File: src/rtl/cpu_isa_pkg.sv
// Instruction-set constants shared by the decoder and its reset stretcher.
package cpu_isa_pkg;

  localparam int RST_STAGES_DEF = 2;

  // Opcode prefixes, compared against the top bits of the instruction word
  localparam logic       OPC_LOAD = 1'b0;     // ir[7]
  localparam logic [1:0] OPC_MOVE = 2'b10;    // ir[7:6]
  localparam logic [2:0] OPC_ALU  = 3'b110;   // ir[7:5]
  localparam logic [3:0] OPC_JMP  = 4'hE;     // ir[7:4]
  localparam logic [3:0] OPC_JNZ  = 4'hF;     // ir[7:4]

  // Register codes used as load/move destination and move source.
  // Code 4 is o_reg as a destination and the ALU result r as a source.
  localparam logic [2:0] CODE_X0 = 3'd0;
  localparam logic [2:0] CODE_X1 = 3'd1;
  localparam logic [2:0] CODE_Y0 = 3'd2;
  localparam logic [2:0] CODE_Y1 = 3'd3;
  localparam logic [2:0] CODE_OR = 3'd4;
  localparam logic [2:0] CODE_M  = 3'd5;
  localparam logic [2:0] CODE_I  = 3'd6;
  localparam logic [2:0] CODE_DM = 3'd7;

  // ALU-space words with ir[3]=1 that carry sequencer meaning
  localparam logic [7:0] NOP_C8 = 8'hC8;
  localparam logic [7:0] NOP_CF = 8'hCF;
  localparam logic [7:0] NOP_D8 = 8'hD8;
  localparam logic [7:0] NOP_DF = 8'hDF;

  typedef enum logic [2:0] {
    CLS_LOAD,
    CLS_MOVE,
    CLS_ALU,
    CLS_JMP,
    CLS_JNZ
  } instr_class_e;

  // Exactly one class matches any 8-bit word
  function automatic instr_class_e classify(input logic [7:0] word);
    if (word[7] == OPC_LOAD)            return CLS_LOAD;
    else if (word[7:6] == OPC_MOVE)     return CLS_MOVE;
    else if (word[7:5] == OPC_ALU)      return CLS_ALU;
    else if (word[7:4] == OPC_JMP)      return CLS_JMP;
    else                                return CLS_JNZ;
  endfunction

endpackage

File: src/rtl/reset_sync.sv
// Asynchronous-assert, synchronous-deassert reset stretcher.
// sync_reset rises with reset_n low and falls RST_STAGES edges after release.
module reset_sync #(
  parameter int RST_STAGES = 2
) (
  input  logic clk,
  input  logic reset_n,
  output logic sync_reset
);

  logic [RST_STAGES-1:0] sr_q;
  logic [RST_STAGES-1:0] sr_d;

  // Shift zeros in once the board reset is released
  always_comb begin
    sr_d = {sr_q[RST_STAGES-2:0], 1'b0};
  end

  // Stage register, preset to all ones by the board reset
  always_ff @(posedge clk or negedge reset_n) begin
    if (!reset_n) sr_q <= '1;
    else          sr_q <= sr_d;
  end

  assign sync_reset = sr_q[RST_STAGES-1];

endmodule

File: src/rtl/instruction_decoder.sv
// Instruction register and decoder: registers the program-memory word and
// drives sequencer jump/loop strobes and computational-unit controls.
module instruction_decoder
  import cpu_isa_pkg::*;
#(
  parameter int RST_STAGES = RST_STAGES_DEF
) (
  input  logic       clk,
  input  logic       reset_n,
  input  logic [7:0] pm_data,
  output logic       sync_reset,
  output logic [7:0] ir,
  output logic       jmp,
  output logic       jmp_nz,
  output logic [3:0] jmp_addr,
  output logic       NOPC8,
  output logic       NOPCF,
  output logic       NOPD8,
  output logic       NOPDF,
  output logic [7:0] ld_en,
  output logic       r_en,
  output logic [2:0] src_sel,
  output logic       imm_sel,
  output logic [2:0] alu_func,
  output logic       alu_src,
  output logic       i_incr,
  output logic       loop_cfg_err
);

  logic [7:0]   ir_q, ir_d;
  logic         valid_q, valid_d;
  logic         loop_armed_q, loop_armed_d;
  logic         loop_cfg_err_q, loop_cfg_err_d;
  logic [2:0]   dst;
  logic [2:0]   src;
  instr_class_e cls;

  reset_sync #(.RST_STAGES(RST_STAGES)) u_reset_sync (
    .clk        (clk),
    .reset_n    (reset_n),
    .sync_reset (sync_reset)
  );

  assign dst = ir_q[5:3];
  assign src = ir_q[2:0];
  assign cls = classify(ir_q);

  // Next state: capture the fetched word, qualify it, track loop setup order
  always_comb begin
    ir_d           = pm_data;
    valid_d        = ~sync_reset;
    loop_armed_d   = loop_armed_q;
    loop_cfg_err_d = loop_cfg_err_q;
    if (sync_reset) begin
      loop_armed_d   = 1'b0;
      loop_cfg_err_d = 1'b0;
    end else if (NOPC8) begin
      loop_armed_d = 1'b1;
    end else if (NOPCF) begin
      // Loop end without a preceding loop start is misuse; the strobe still goes out
      if (loop_armed_q) loop_armed_d   = 1'b0;
      else              loop_cfg_err_d = 1'b1;
    end
  end

  // State registers, cleared immediately by the board reset
  always_ff @(posedge clk or negedge reset_n) begin
    if (!reset_n) begin
      ir_q           <= 8'h00;
      valid_q        <= 1'b0;
      loop_armed_q   <= 1'b0;
      loop_cfg_err_q <= 1'b0;
    end else begin
      ir_q           <= ir_d;
      valid_q        <= valid_d;
      loop_armed_q   <= loop_armed_d;
      loop_cfg_err_q <= loop_cfg_err_d;
    end
  end

  // Decode: field selects always follow ir, strobes/enables need a valid word
  always_comb begin
    ld_en    = '0;
    r_en     = 1'b0;
    imm_sel  = 1'b0;
    alu_src  = 1'b0;
    jmp      = 1'b0;
    jmp_nz   = 1'b0;
    NOPC8    = 1'b0;
    NOPCF    = 1'b0;
    NOPD8    = 1'b0;
    NOPDF    = 1'b0;
    i_incr   = 1'b0;
    jmp_addr = ir_q[3:0];
    src_sel  = ir_q[2:0];
    alu_func = ir_q[2:0];
    if (valid_q) begin
      unique case (cls)
        CLS_LOAD: begin
          ld_en   = 8'b1 << ir_q[6:4];
          imm_sel = 1'b1;
          i_incr  = (ir_q[6:4] == CODE_DM);
        end
        CLS_MOVE: begin
          // A move onto itself is the NOP encoding: no write, no i post-increment
          if (dst != src) begin
            ld_en  = 8'b1 << dst;
            i_incr = (dst == CODE_DM) || (src == CODE_DM);
          end
        end
        CLS_ALU: begin
          if (!ir_q[3]) begin
            r_en    = 1'b1;
            alu_src = ir_q[4];
          end else begin
            NOPC8 = (ir_q == NOP_C8);
            NOPCF = (ir_q == NOP_CF);
            NOPD8 = (ir_q == NOP_D8);
            NOPDF = (ir_q == NOP_DF);
          end
        end
        CLS_JMP: jmp    = 1'b1;
        CLS_JNZ: jmp_nz = 1'b1;
        default: ;
      endcase
    end
  end

  assign ir           = ir_q;
  assign loop_cfg_err = loop_cfg_err_q;

endmodule

File: config.mk
export PLATFORM = sky130hd
export DESIGN_NAME = instruction_decoder
export DESIGN_NICKNAME = d
export VERILOG_FILES = /design/src/rtl/cpu_isa_pkg.sv /design/src/rtl/reset_sync.sv /design/src/rtl/instruction_decoder.sv
export SDC_FILE = /design/constraint.sdc
export NUM_CORES = 1
export LEC_CHECK = 0
export CORE_UTILIZATION = 39
export DETAILED_ROUTE_END_ITERATION = 10
export PLACE_DENSITY = 0.84
export SLEW_MARGIN = 15
export SYNTH_ARGS = -nofsm -noshare
export SYNTH_HDL_FRONTEND = slang
export SYNTH_HIERARCHICAL = 1
export SYNTH_SLANG_ARGS = --single-unit
File: constraint.sdc
create_clock -name clk -period 2.8 [get_ports clk]
set_input_delay 0.28 -clock clk [delete_from_list [all_inputs] [get_ports clk]]
set_output_delay 0.28 -clock clk [all_outputs]
set_load 0.03 [all_outputs]
Yosys cells after proc, flatten, opt, wreduce, memory -nomap -nowiden --
Cells that the tools add are included.
Word-level totals: input bits 10, logic and storage cells 71, register bits after elaboration 13, output and inout port bits 38
Operators by class: shift operators 2, bitwise gates (word level) 1, reduce and logical (&&, ||, !) cells 5, equal/unequal tests 17, muxes and demuxes 41
Operators with widths (count):
- 2-to-1 mux 1 bit | 33
- == test 8 bit (second input constant) | 4
- 2-to-1 mux 8 bit | 2
- one-hot mux 8 bit (2 select lines) | 1
- left shift 1 x 3 -> 8 bit (first input constant) | 2
- == test 3 bit (second input constant) | 5
- 2-to-1 mux 3 bit | 4
- == test 3 x 2 -> 1 bit (second input constant) | 2
- == test 4 bit (second input constant) | 1
- != test 2 x 1 -> 1 bit (second input constant) | 2
- == test 3 x 1 -> 1 bit (second input constant) | 1
- logical NOT 3 bit | 1
- != test 3 bit | 1
- AND reduction 3 bit | 1
- nonzero test 3 bit | 1
- == test 2 bit (second input constant) | 1
- one-hot mux 1 bit (2 select lines) | 1
- nonzero test 2 bit | 1
- logical OR 1 bit | 1
- NOT 1 bit | 1

Logic depth before layout (Yosys ltp) --
Gate-level depths: netlist of run 1.
word-level depth 11, depth in mapped cells 5

Modules after synthesis --
Netlist of run 1, hierarchy kept.
Modules (own cells, without submodules):
- instruction_decoder | instances 1, area an instance 732.0 sq um, cells an instance 79
- reset_sync | instances 1, area an instance 56.3 sq um, cells an instance 3

Least setup slack after synthesis of run 1 --
OpenSTA, ideal clock, no wires.
path kind register to output, start register ir_q[7] (netlist: ir[7]), end output port i_incr, cell stages (with the launch flop) 6, arrival 2043 ps, data required time 2520 ps, slack 477 ps, cell sequence dfrtp_1 buf_4 nor2b_1 and2_1 o2bb2ai_1 a41o_2
On the way: cells in the longest elaborated chain, start to end 8, elaborated cells on any way between the ends 11, those cells by class eq/ne (4); mux (6); reduce/logical (1)
RTL lines:
- start: declaration | RTL line instruction_decoder.sv:30 | logic [7:0] ir_q, ir_d;
- start signal: assignment | RTL line instruction_decoder.sv:74 | ir_q <= ir_d;
- == test 4 bit | RTL line cpu_isa_pkg.sv:43 | else if (word[7:4] == OPC_JMP) return CLS_JMP;
- 2-to-1 mux 3 bit | RTL line cpu_isa_pkg.sv:43
- 2-to-1 mux 3 bit | RTL line cpu_isa_pkg.sv:42 | else if (word[7:5] == OPC_ALU) return CLS_ALU;
- 2-to-1 mux 3 bit | RTL line cpu_isa_pkg.sv:41 | else if (word[7:6] == OPC_MOVE) return CLS_MOVE;
- 2-to-1 mux 3 bit (*) | RTL line cpu_isa_pkg.sv:40 | if (word[7] == OPC_LOAD) return CLS_LOAD;
- == test 3 x 1 -> 1 bit / logical NOT 3 bit (equally long branches) | RTL line instruction_decoder.sv:98 | unique case (cls)
- one-hot mux 1 bit (2 select lines) (*) | RTL line instruction_decoder.sv:98
- 2-to-1 mux 1 bit (*) | RTL line instruction_decoder.sv:97 | if (valid_q) begin
- end: declaration | RTL line instruction_decoder.sv:26 | output logic i_incr,
Every way passes the cells marked *; elsewhere a longest branch is shown, timed or not.

Worst setup path after layout of run 1 --
start register ir_q[7] (netlist: ir[7]), end output port NOPCF
On the way: cells in the longest elaborated chain, start to end 8, elaborated cells on any way between the ends 12, those cells by class eq/ne (5); mux (7)
RTL lines:
- == test 4 bit | RTL line cpu_isa_pkg.sv:43
- 2-to-1 mux 3 bit | RTL line cpu_isa_pkg.sv:43
- 2-to-1 mux 3 bit | RTL line cpu_isa_pkg.sv:42
- 2-to-1 mux 3 bit | RTL line cpu_isa_pkg.sv:41
- 2-to-1 mux 3 bit | RTL line cpu_isa_pkg.sv:40
- == test 3 x 2 -> 1 bit | RTL line instruction_decoder.sv:98
- 2-to-1 mux 1 bit (*) | RTL line instruction_decoder.sv:98
- 2-to-1 mux 1 bit (*) | RTL line instruction_decoder.sv:97
- end: declaration | RTL line instruction_decoder.sv:17 | output logic NOPCF,
Marks and branches as above.

==> key figures, run 1 <==
Run status
  – Status: finished, final reports clean

Pwr
  – Sw power: 0.140 mW
  – Internal: 0.310 mW
  – Sw frac: 31.1%
  – VDD IR max: 0.283 mV
  – Cell Pwr Density: 363 nW/um^2
  – Leak Pwr: 0.491 nW
  – Clk pwr share: 23.7%
  – Seq pwr share: 47.4%
  – Logic pwr share: 28.9%

Clocking
  – Clk sinks: 13
  – Root buffer cell: clkbuf_4
  – H-tree levels: 1
  – Clk buf depth: 2
  – Worst skew pair latency: 0.26 ns
  – Clk pin slew, worst setup/hold paths: 0.07 ns
  – CTS Buf Count: 3
  – CTS tree: yes
  – Cts hold-fix bufs: 0

Synthesis
  – Sequential-to-total area share from yosys stat: 41.6%
  – Avg Cell Area, Syn: 9.61 um^2
  – Cell area after synthesis: 788 um^2
  – Post-Syn Nets: 92
  – Leading area contributor after synthesis: dfrtp_1
  – Area share of the largest cell type after synthesis: 34.9%
  – Syn Inst Count: 82
  – Ys async rst share: 100%
  – Number of synthesized flops with an enable pin: 0
  – Synth top area cells: dfrtp_1, buf_4, dfstp_2
  – Register bit total from synthesis: 13
  – Synth cell count leaders: buf_4, dfrtp_1, nor2_1
  – Library cells used by synthesis: 31
  – Yosys warning total: 6
  – Most used flip-flop cell after synthesis: dfrtp_1

STA
  – Slew headroom: 64.0%
  – Clock Skew: 0.00106 ns
  – Sum Neg Setup Slack: 0 ns
  – Slew Viols, Final: 0
  – RSZ-0062 raised after global routing: no
  – Worst Tran Pin Value: 0.538 ns
  – Fin crit share: 94.5%
  – Fin. Hold Viols: 0
  – Endpoints failing setup: 0
  – Max Fclk: 378 MHz
  – Tmin final: 2.65 ns

Detailed routing
  – Avg WL per Cell: 12.8 um
  – Via density: 4.85
  – Uppermost layer routed: met4
  – Pre-Repair DR Iteration Count: 4
  – Initial DRC count: 7
  – Met3 Routed Length: 123 um
  – WL final: 1880 um
  – Met2 wire length: 934 um
  – Antenna-violating nets left: 0
  – DRC: 0
  – Met1 wire length: 812 um
  – Vias: 713

Layout
  – Multi-input gate area: 343 um^2
  – Fillers: 155
  – Cell area after layout: 1240 um^2
  – Share of post-route cells with drive strength above 1: 13.1%
  – Antenna diodes: 0
  – Reg area: 329 um^2
  – Layout area overhead: 57.0%
  – Fin nets: 133

Placement
  – Placed Area: 1200 um^2
  – Count of input and output buffers: 47
  – Detailed placement HPWL: 1460 um
  – RD Place Congestion: 0.813

Global route
  – Initial antenna violation count: 0
  – GRT Util Overall: 18.3%
  – Vias in the first global route: 654
  – First-pass GRT wire length: 2890 um
  – Largest net degree at the start of global routing: 16
  – Grt total ovfl: 0

Critical path
  – Kind of end point of the critical path: output pin
  – Crit path kind: reg -> out
  – Arrival time of the worst setup path: 2.37 ns
  – Worst r2r src: ir[7]
  – Worst Setup SP: ir[7]
  – Critical path required time: 2.52 ns
  – Worst Setup Start Kind: flip-flop
  – Crit path max fanout: 10

Floorplanning
  – Placeable Area: 1800 um^2
  – Row count: 15
  – Die height: 47.0 um
  – Top-level port count: 48
  – Initial core utilization: 43.7%
  – Total Die Area: 2200 um^2
  – Die width: 47.0 um

Job
  – Max-cap violation count: 0

Worst hold path
  – HP Class: reg -> reg
  – Hold Path Origin: u_reset_sync/sr_q[0]
-- repair_timing --
item / CTS / global route
gates resized for setup: 0 / 1
setup buffers: 0 / 1
endpoints found under the setup margin: 0 / 8
-- critical path: stages (launching register included) --
cell and delay [ns]:
dfrtp_1 0.52, nand3_1 0.33, nor4_2 0.49, clkdlybuf4s50_1 0.76
-- power groups by stage --
stage               registers, mW  logic, mW  clock network (mW)
finish                      0.213      0.130               0.107
global route                0.215      0.137               0.123
CTS                         0.213      0.129               0.112
detailed placement          0.216      0.128                   0
global placement            0.216      0.128                   0
floorplan                   0.223     0.0718                   0
-- layer usage --
layer	up-vias	track usage, %
met5	-	0
met4	0	8.00
met1	321	23.2
li1	355	-
met3	2	3.46
met2	35	30.3
-- worst paths after layout --
kind | cells past startpoint | end | slack, ns
min in group asynchronous | 1 | loop_cfg_err | 0.37
worst min-delay path | 0 | u_reset_sync/sr_q[1] | 0.36
worst max register to register | 4 | loop_cfg_err | 1.15
worst min register to register | 0 | u_reset_sync/sr_q[1] | 0.36
worst max-delay path | 3 | NOPCF | 0.15
max in group asynchronous | 1 | ir[3] | 2.05
-- registers in the layout, indices dropped and copies added (netlist names) --
name / cells
valid_q: 1
u_reset_sync/sr_q: 2
ir: 8
loop_cfg_err: 1
loop_armed_q: 1
-- stage by stage --
step	cells	total power, mW	worst slack (ns)	utilization, %	hold WS [ns]
floorplan	82	0.295	0.477	-	-0.0156
global placement	142	0.344	0.375	66.7	0.349
detailed placement	142	0.345	0.331	66.7	0.347
CTS	146	0.454	0.0372	68.2	0.362
global route	147	0.475	0.0299	68.7	0.365
finish	147	0.450	0.154	68.7	0.360
-- cells by family after synthesis --
family	count (synthesis)	share of synthesized area, %
simple gates	36	27.5
buf+inv	18	14.9
flops	13	41.6
compound gates	11	12.2
xor+xnor	3	3.33
other cells	1	0.476
-- cell type report --
class / count / area share [%]
Tap cell: 25 / 2.53
Timing Repair Buffer: 50 / 39.8
Multi-Input combinational cell: 51 / 27.7
Clock buffer: 4 / 2.12
Sequential cell: 13 / 26.6
Inverter: 4 / 1.21
-- cell usage in the layout, fill, tap and decap left out --
cell type | netlist | routed
o22ai_1 | 2 | 2
nand2_1 | 4 | 4
nor3_2 | 1 | 1
nor3_1 | 2 | 2
clkdlybuf4s50_1 | 0 | 47
dfstp_2 | 2 | 2
nand3_1 | 1 | 1
nor4_2 | 1 | 1
nor2_1 | 11 | 11
a31oi_1 | 1 | 1
dfrtp_1 | 11 | 10
and3_1 | 3 | 3
inv_1 | 4 | 4
dfrtp_2 | 0 | 1
xor2_1 | 3 | 3
or4b_4 | 1 | 1
conb_1 | 1 | 1
o32a_1 | 1 | 1
nor2_2 | 1 | 1
a32o_1 | 3 | 3
nor4_4 | 1 | 1
nand2b_1 | 1 | 1
and2_1 | 2 | 2
o2bb2ai_1 | 1 | 1
a41o_2 | 1 | 1
clkbuf_4 | 0 | 3
nand4_1 | 3 | 3
o21ai_0 | 1 | 1
buf_4 | 11 | 3
nor2b_1 | 4 | 4
o31ai_2 | 1 | 1
clkbuf_1 | 1 | 1
Power figures use the tool's default switching activity.
==> run 2: changes to the inputs <==
--- a/config.mk
+++ b/config.mk
@@ -5,9 +5,11 @@
 export SDC_FILE = /design/constraint.sdc
 export NUM_CORES = 1
 export LEC_CHECK = 0
+export ABC_CLOCK_PERIOD_IN_PS = 2800
 export CORE_UTILIZATION = 39
 export DETAILED_ROUTE_END_ITERATION = 10
 export PLACE_DENSITY = 0.84
+export SKIP_LAST_GASP = 1
 export SLEW_MARGIN = 15
 export SYNTH_ARGS = -nofsm -noshare
 export SYNTH_HDL_FRONTEND = slang
==> results of run 2 <==
No change in the layout: final DEF, timing and power equal those of run 1.
==> run 3: changes to the inputs <==
--- a/config.mk
+++ b/config.mk
@@ -10,7 +10,7 @@
 export DETAILED_ROUTE_END_ITERATION = 10
 export PLACE_DENSITY = 0.84
 export SKIP_LAST_GASP = 1
-export SLEW_MARGIN = 15
+export SLEW_MARGIN = 5
 export SYNTH_ARGS = -nofsm -noshare
 export SYNTH_HDL_FRONTEND = slang
 export SYNTH_HIERARCHICAL = 1
==> results of run 3 <==
No change in the layout: final DEF, timing and power equal those of run 1.
